### config.mk
export PLATFORM = sky130hd
export DESIGN_NAME = radix2_div_flat
export DESIGN_NICKNAME = d
export VERILOG_FILES = /design/src/rtl/radix2_div_pkg.sv /design/src/rtl/radix2_div_if.sv /design/src/rtl/radix2_div_step.sv /design/src/rtl/radix2_div.sv /design/src/flat_wrapper.sv
export SDC_FILE = /design/constraint.sdc
export NUM_CORES = 1
export LEC_CHECK = 0
export ABC_AREA = 1
export BUFFER_PORTS_ARGS = -buffer_cell sky130_fd_sc_hd__buf_2
export CORE_MARGIN = 5
export CORE_UTILIZATION = 30
export CTS_CLUSTER_DIAMETER = 200
export CTS_CLUSTER_SIZE = 40
export DETAILED_ROUTE_END_ITERATION = 6
export GPL_ROUTABILITY_DRIVEN = 0
export PLACE_DENSITY = 0.54
export SKIP_CTS_REPAIR_TIMING = 1
export SYNTH_ARGS = -nofsm -noshare
export SYNTH_HDL_FRONTEND = slang
export SYNTH_SLANG_ARGS = --single-unit
export TNS_END_PERCENT = 10
### constraint.sdc
create_clock -name clock -period 4.95 [get_ports clock]
set_input_delay 0.99 -clock clock [delete_from_list [all_inputs] [get_ports clock]]
set_output_delay 0.99 -clock clock [all_outputs]
set_load 0.01 [all_outputs]
### src/rtl/radix2_div_pkg.sv
// Shared types and constants for the radix-2 restoring divider.
package radix2_div_pkg;
  localparam int XLEN  = 64;
  localparam int CNT_W = 7;

  typedef enum logic [1:0] {
    DIV_IDLE = 2'd0,
    DIV_BUSY = 2'd1,
    DIV_DONE = 2'd2
  } div_state_e;

  localparam logic [XLEN-1:0] XMIN = 64'h8000_0000_0000_0000;
  localparam logic [XLEN-1:0] WMIN = 64'hFFFF_FFFF_8000_0000;

  function automatic logic [XLEN-1:0] sext32(input logic [31:0] x);
    return {{32{x[31]}}, x};
  endfunction
endpackage

### src/rtl/radix2_div_if.sv
// EX <-> divider stall handshake: EX holds start until it sees the ready pulse.
interface radix2_div_if;
  import radix2_div_pkg::*;
  logic            start;
  logic            is_signed;
  logic            is_word;
  logic [XLEN-1:0] a;
  logic [XLEN-1:0] b;
  logic            ready;
  logic            error;
  logic [XLEN-1:0] q;
  logic [XLEN-1:0] r;

  modport master (output start, is_signed, is_word, a, b,
                  input  ready, error, q, r);
  modport slave  (input  start, is_signed, is_word, a, b,
                  output ready, error, q, r);
endinterface

### src/rtl/radix2_div_step.sv
// One combinational restoring-division iteration on the {rem, quo} pair.
module div_step
  import radix2_div_pkg::*;
(
  input  logic [XLEN-1:0] rem_i,
  input  logic [XLEN-1:0] quo_i,
  input  logic [XLEN-1:0] dvs_i,
  output logic [XLEN-1:0] rem_o,
  output logic [XLEN-1:0] quo_o
);
  logic [XLEN:0]   trial;
  logic [XLEN-1:0] diff;
  logic            ge;

  // Shifted remainder needs 65 bits when the divisor magnitude exceeds 2^63;
  // when it fits, the true difference is below the divisor so 64 bits suffice.
  assign trial = {rem_i, quo_i[XLEN-1]};
  assign ge    = trial >= {1'b0, dvs_i};
  assign diff  = trial[XLEN-1:0] - dvs_i;
  assign rem_o = ge ? diff : trial[XLEN-1:0];
  assign quo_o = {quo_i[XLEN-2:0], ge};
endmodule

### src/rtl/radix2_div.sv
// Iterative radix-2 restoring divider for RV64M DIV/DIVU/REM/REMU and W variants.
module radix2_div
  import radix2_div_pkg::*;
(
  input  logic       clock,
  input  logic       reset,
  radix2_div_if.slave dif
);
  div_state_e      state, state_n;
  logic [XLEN-1:0] rem, quo, dvs, rem_n, quo_n;
  logic [XLEN-1:0] q_o, r_o;
  logic            err_o, neg_q, neg_r, word;
  logic [CNT_W-1:0] cnt;

  logic [XLEN-1:0] ea, eb, ma, mb, quo_ld;
  logic [XLEN-1:0] q_fix, r_fix, q_res, r_res;
  logic            sa, sb, is_zero, is_ovf, last;

  // Effective operands: W ops use the low halves, extended per signedness.
  always_comb begin
    ea      = dif.is_word ? (dif.is_signed ? sext32(dif.a[31:0]) : {32'b0, dif.a[31:0]}) : dif.a;
    eb      = dif.is_word ? (dif.is_signed ? sext32(dif.b[31:0]) : {32'b0, dif.b[31:0]}) : dif.b;
    sa      = dif.is_signed & ea[XLEN-1];
    sb      = dif.is_signed & eb[XLEN-1];
    ma      = sa ? -ea : ea;
    mb      = sb ? -eb : eb;
    quo_ld  = dif.is_word ? {ma[31:0], 32'b0} : ma;
    is_zero = (eb == '0);
    is_ovf  = dif.is_signed & (ea == (dif.is_word ? WMIN : XMIN)) & (eb == '1);
  end

  div_step u_step (
    .rem_i (rem),
    .quo_i (quo),
    .dvs_i (dvs),
    .rem_o (rem_n),
    .quo_o (quo_n)
  );

  // Fixup on the final step's output so results are registered entering DONE.
  always_comb begin
    q_fix = neg_q ? -quo_n : quo_n;
    r_fix = neg_r ? -rem_n : rem_n;
    q_res = word ? sext32(q_fix[31:0]) : q_fix;
    r_res = word ? sext32(r_fix[31:0]) : r_fix;
    last  = (cnt == CNT_W'(1));
  end

  always_ff @(posedge clock) begin
    if (reset) state <= DIV_IDLE;
    else       state <= state_n;
  end

  always_comb begin
    state_n = state;
    case (state)
      DIV_IDLE: if (dif.start) state_n = (is_zero | is_ovf) ? DIV_DONE : DIV_BUSY;
      DIV_BUSY: begin
        if (!dif.start) state_n = DIV_IDLE;
        else if (last)  state_n = DIV_DONE;
      end
      DIV_DONE: state_n = DIV_IDLE;
      default:  state_n = DIV_IDLE;
    endcase
  end

  always_ff @(posedge clock) begin
    if (reset) begin
      rem <= '0; quo <= '0; dvs <= '0; cnt <= '0;
      neg_q <= 1'b0; neg_r <= 1'b0; word <= 1'b0;
      q_o <= '0; r_o <= '0; err_o <= 1'b0;
    end else begin
      case (state)
        DIV_IDLE: if (dif.start) begin
          rem   <= '0;
          quo   <= quo_ld;
          dvs   <= mb;
          neg_q <= sa ^ sb;
          neg_r <= sa;
          word  <= dif.is_word;
          cnt   <= dif.is_word ? CNT_W'(32) : CNT_W'(64);
          if (is_zero) begin
            q_o   <= '1;
            r_o   <= dif.is_word ? sext32(ea[31:0]) : ea;
            err_o <= 1'b1;
          end else if (is_ovf) begin
            q_o   <= ea;
            r_o   <= '0;
            err_o <= 1'b0;
          end
        end
        DIV_BUSY: if (dif.start) begin
          rem <= rem_n;
          quo <= quo_n;
          cnt <= cnt - CNT_W'(1);
          if (last) begin
            q_o   <= q_res;
            r_o   <= r_res;
            err_o <= 1'b0;
          end
        end
        default: ;
      endcase
    end
  end

  assign dif.ready = (state == DIV_DONE);
  assign dif.error = err_o;
  assign dif.q     = q_o;
  assign dif.r     = r_o;
endmodule
### src/flat_wrapper.sv
// flat-port wrapper written by rule: the top's interface ports become plain ports
module radix2_div_flat import radix2_div_pkg::*;
  (clock, reset, dif_start, dif_is_signed, dif_is_word, dif_a, dif_b, dif_ready, dif_error, dif_q, dif_r);
  radix2_div_if dif_i ();
  input  logic clock;
  input  logic reset;
  input wire logic [$bits(dif_i.start)-1:0] dif_start;
  input wire logic [$bits(dif_i.is_signed)-1:0] dif_is_signed;
  input wire logic [$bits(dif_i.is_word)-1:0] dif_is_word;
  input wire logic [$bits(dif_i.a)-1:0] dif_a;
  input wire logic [$bits(dif_i.b)-1:0] dif_b;
  output wire logic [$bits(dif_i.ready)-1:0] dif_ready;
  output wire logic [$bits(dif_i.error)-1:0] dif_error;
  output wire logic [$bits(dif_i.q)-1:0] dif_q;
  output wire logic [$bits(dif_i.r)-1:0] dif_r;
  assign dif_i.start = dif_start;
  assign dif_i.is_signed = dif_is_signed;
  assign dif_i.is_word = dif_is_word;
  assign dif_i.a = dif_a;
  assign dif_i.b = dif_b;
  assign dif_ready = dif_i.ready;
  assign dif_error = dif_i.error;
  assign dif_q = dif_i.q;
  assign dif_r = dif_i.r;
  radix2_div u_core (.clock(clock), .reset(reset), .dif(dif_i));
endmodule
==> flow_summary.toml <==
[status]
outcome = "completed"

[clocking]
clk_transition_reported_paths_ns = 0.16
clock_tree_from_tritoncts = "done"
cts-root-to-sink-buffers = 3
cts_root_buf = "clkbuf_16"
clock_sinks = 333
cts-htree-levels = 1
numCtsBuffers = 12
insertion_delay_ns = 0.59

[critical_path]
cp_data_arrival_time_ns = 5.35
path_max_fanout = 39
critical_path_buf_inv_count = 5
worst_ep_required_time_ns = 5.44
start_kind = "flop"
cp_top_family = "simple AND/OR/NAND/NOR gates"
cp_slowest_stage_delay_ns = 0.40
crit_type = "flop to flop"
timing.critical_path.mode_cell = "nand2_1"
critical_path.endpoint_type = "flop"
crit_path_top_delay_cell = "dfxtp_1"

[final_layout]
total_area_of_sequential_cells_um2 = 6670
fillCellCount = 10900
area_occupied_by_multi_input_gates_um2 = 18900
final_cell_mix = "nand2_1 (1,545), inv_1 (745), nor2_1 (551), a21oi_1 (419), dfxtp_1 (330)"
area.growth.synth_to_final_pct = 11.9
layout-drive-gt1-share = 0.105
mostFrequentLayoutCell = "nand2_1"
num-nets-final = 5597
finalCoreUtilization = 0.339
final_cells = 6671

[placed_design]
post-dp-hpwl_um = 111000
io_buffer_count = 262
placedCellCount = 6654

[drt]
drt_pass1_iterations = 6
route.detailed.vias_per_inst = 5.27
drt_drc_violations_left = 0
antenna_left = 0
drt_wl_total_um = 137000
detail_route.iter0.violations = 4277
num_vias = 35100
wl_per_cell_um = 20.6

[die]
boundaryPins = 263
width_of_the_chip_um = 323
initial_utilization = 0.303
core-area_um2 = 96900
rows = 114
floorplan.die.height_um = 323
design.die.area_um2 = 104000

[global_routing]
grt_pass1_wl_um = 201000
overflow = 0
global_route.usage.total = 0.249
vias_in_the_first_global_route = 31200
antenna_found_initial = 12
largest_net_degree_at_the_start_of_global_routing = 93

[sta]
layout_worst_path_cycle_share = 0.982
max_clock_freq_mhz = 206
hold_viol_final = 0
max_slew_margin = 0.259
timing_worst_slew_pin_value_ns = 1.11
finClkSkew_ns = 0.0669
finalCriticalPeriod_ns = 4.86
setup_viol_count_final = 0
slew_violations = 0
finalHoldWorstSlack_ns = 0.475
rsz0062_at_grt = "no"
finalSetupTns_ns = 0

[synth]
post_synth_num_cell_types = 66
yosysSeqAreaShare = 0.227
synth_top_cells_by_area = "dfxtp_1 (23%), nand2_1 (20%), inv_1 (9.6%), nor2_1 (7.2%), a21oi_1 (7.2%)"
syn_nets = 5404
synth.avg_cell_area_um2 = 5.65
synth-edff-count = 0
yosysTopAreaCell = "dfxtp_1"
synthDominantCellAreaShare = 0.227
ys_async_sr_fraction = 0
syn_area_um2 = 29400
flop_and_latch_count_out_of_synthesis = 333
yosys_warnings = 0
synth_flop_cell = "dfxtp_1"
syn-instance-count = 5199

[pwr]
power_density_nw_per_um2 = 210
sw_frac_of_total = 0.415
cellLeakagePower_nw = 16.8
vdd_drop_max_mv = 0.224
total_power_mw = 6.91
internal_power_mw = 4.04
switchingPower_mw = 2.87
power.combinational.fraction = 0.347
seqPwrFrac = 0.435
clockPowerShare = 0.218

[hold_path]
hold_path.class = "flop to flop"

[job]
maxCapViolCount = 0
==> routing by layer <==
layer	GRT usage	routed length, um	up-vias
met5	0	13	-
li1	-	-	17000
met2	0.379	58400	1633
met4	0.0800	5170	2
met1	0.359	61600	16300
met3	0.0421	12200	188
==> flip-flops by register name, summed over array words and instances (netlist names) <==
register,cells
u_core.state,2
u_core.dif.r,64
u_core.cnt,7
u_core.dif.q,64
u_core.neg_r,1
u_core.dvs,64
u_core.word,1
u_core.quo,64
u_core.neg_q,1
u_core.rem,64
u_core.dif.error,1
==> Yosys cell counts (7+ instances only) <==
| cell type | number |
|---|---|
| nor2_2 | 22 |
| o41ai_1 | 8 |
| o211ai_1 | 23 |
| o221ai_1 | 25 |
| nand2_1 | 1546 |
| nor2_1 | 562 |
| clkbuf_1 | 150 |
| nand3_2 | 7 |
| inv_1 | 748 |
| nand2_2 | 26 |
| buf_2 | 28 |
| a221oi_1 | 29 |
| xnor2_1 | 38 |
| ha_1 | 71 |
| buf_4 | 10 |
| o21ai_0 | 287 |
| nor3_1 | 88 |
| nand3b_1 | 16 |
| buf_6 | 12 |
| xor2_1 | 102 |
| or2_2 | 40 |
| inv_2 | 18 |
| a21oi_1 | 421 |
| nand4_1 | 60 |
| o22ai_1 | 12 |
| buf_1 | 15 |
| nand3_1 | 318 |
| a31oi_1 | 50 |
| nor4_1 | 33 |
| dfxtp_1 | 333 |
| o21ai_1 | 18 |
| o31ai_1 | 7 |
==> cell type report <==
type,count,area share
repair buffers,395,0.0741
inverters,770,0.0880
diodes,3,0.000228
clock buffers,13,0.00990
multi-input cells,3880,0.575
well taps,1276,0.0486
clock inverters,1,0.000914
flip-flops and latches,333,0.203
==> final timing paths <==
check | startpoint | cells past startpoint | slack [ns] | to
worst max register to register | u_core.dvs[37] | 26 | 0.09 | u_core.dif.r[52]
worst min-delay path | u_core.dif.q[43] | 2 | 0.47 | u_core.dif.q[43]
worst min register to register | u_core.dif.q[43] | 2 | 0.47 | u_core.dif.q[43]
worst max-delay path | u_core.dvs[37] | 26 | 0.09 | u_core.dif.r[52]
==> worst min-delay path, stage by stage, from the launching register on <==
cell and delay [ns]:
dfxtp_1 0.34, nand2_1 0.06, a21oi_1 0.05
==> kinds of logic (layout without fill, tap and decap cells) <==
family,after synthesis,after routing,synth area share
adder cells (fa/ha/maj),72,72,0.0309
buffers and inverters,986,1179,0.132
multiplexers,1,1,0.000341
XOR/XNOR,140,140,0.0418
AND/OR/NAND/NOR,2747,2747,0.393
flip-flops,333,333,0.227
other,0,3,0
AO/OA/AOI/OAI,920,920,0.175
==> power groups by stage <==
| stage | Combinational [mW] | Sequential [mW] | Clock (mW) |
|---|---|---|---|
| 3_3_place_gp | 2.33 | 3.06 | 0 |
| 3_5_place_dp | 2.32 | 3.06 | 0 |
| 5_1_grt | 2.62 | 3.03 | 1.60 |
| 4_1_cts | 2.34 | 3.00 | 1.53 |
| 6_report | 2.40 | 3.01 | 1.51 |
| 2_1_floorplan | 1.51 | 3.01 | 0 |
==> stage by stage <==
stage / cell area, um2 / setup WS [ns]
6_report: 32900 / 0.0882
3_5_place_dp: 32400 / -0.223
5_1_grt: 32900 / 0.0145
4_1_cts: 32800 / -0.226
2_1_floorplan: 29400 / 0.588
3_3_place_gp: 32400 / -0.344
Power figures use the tool's default switching activity.
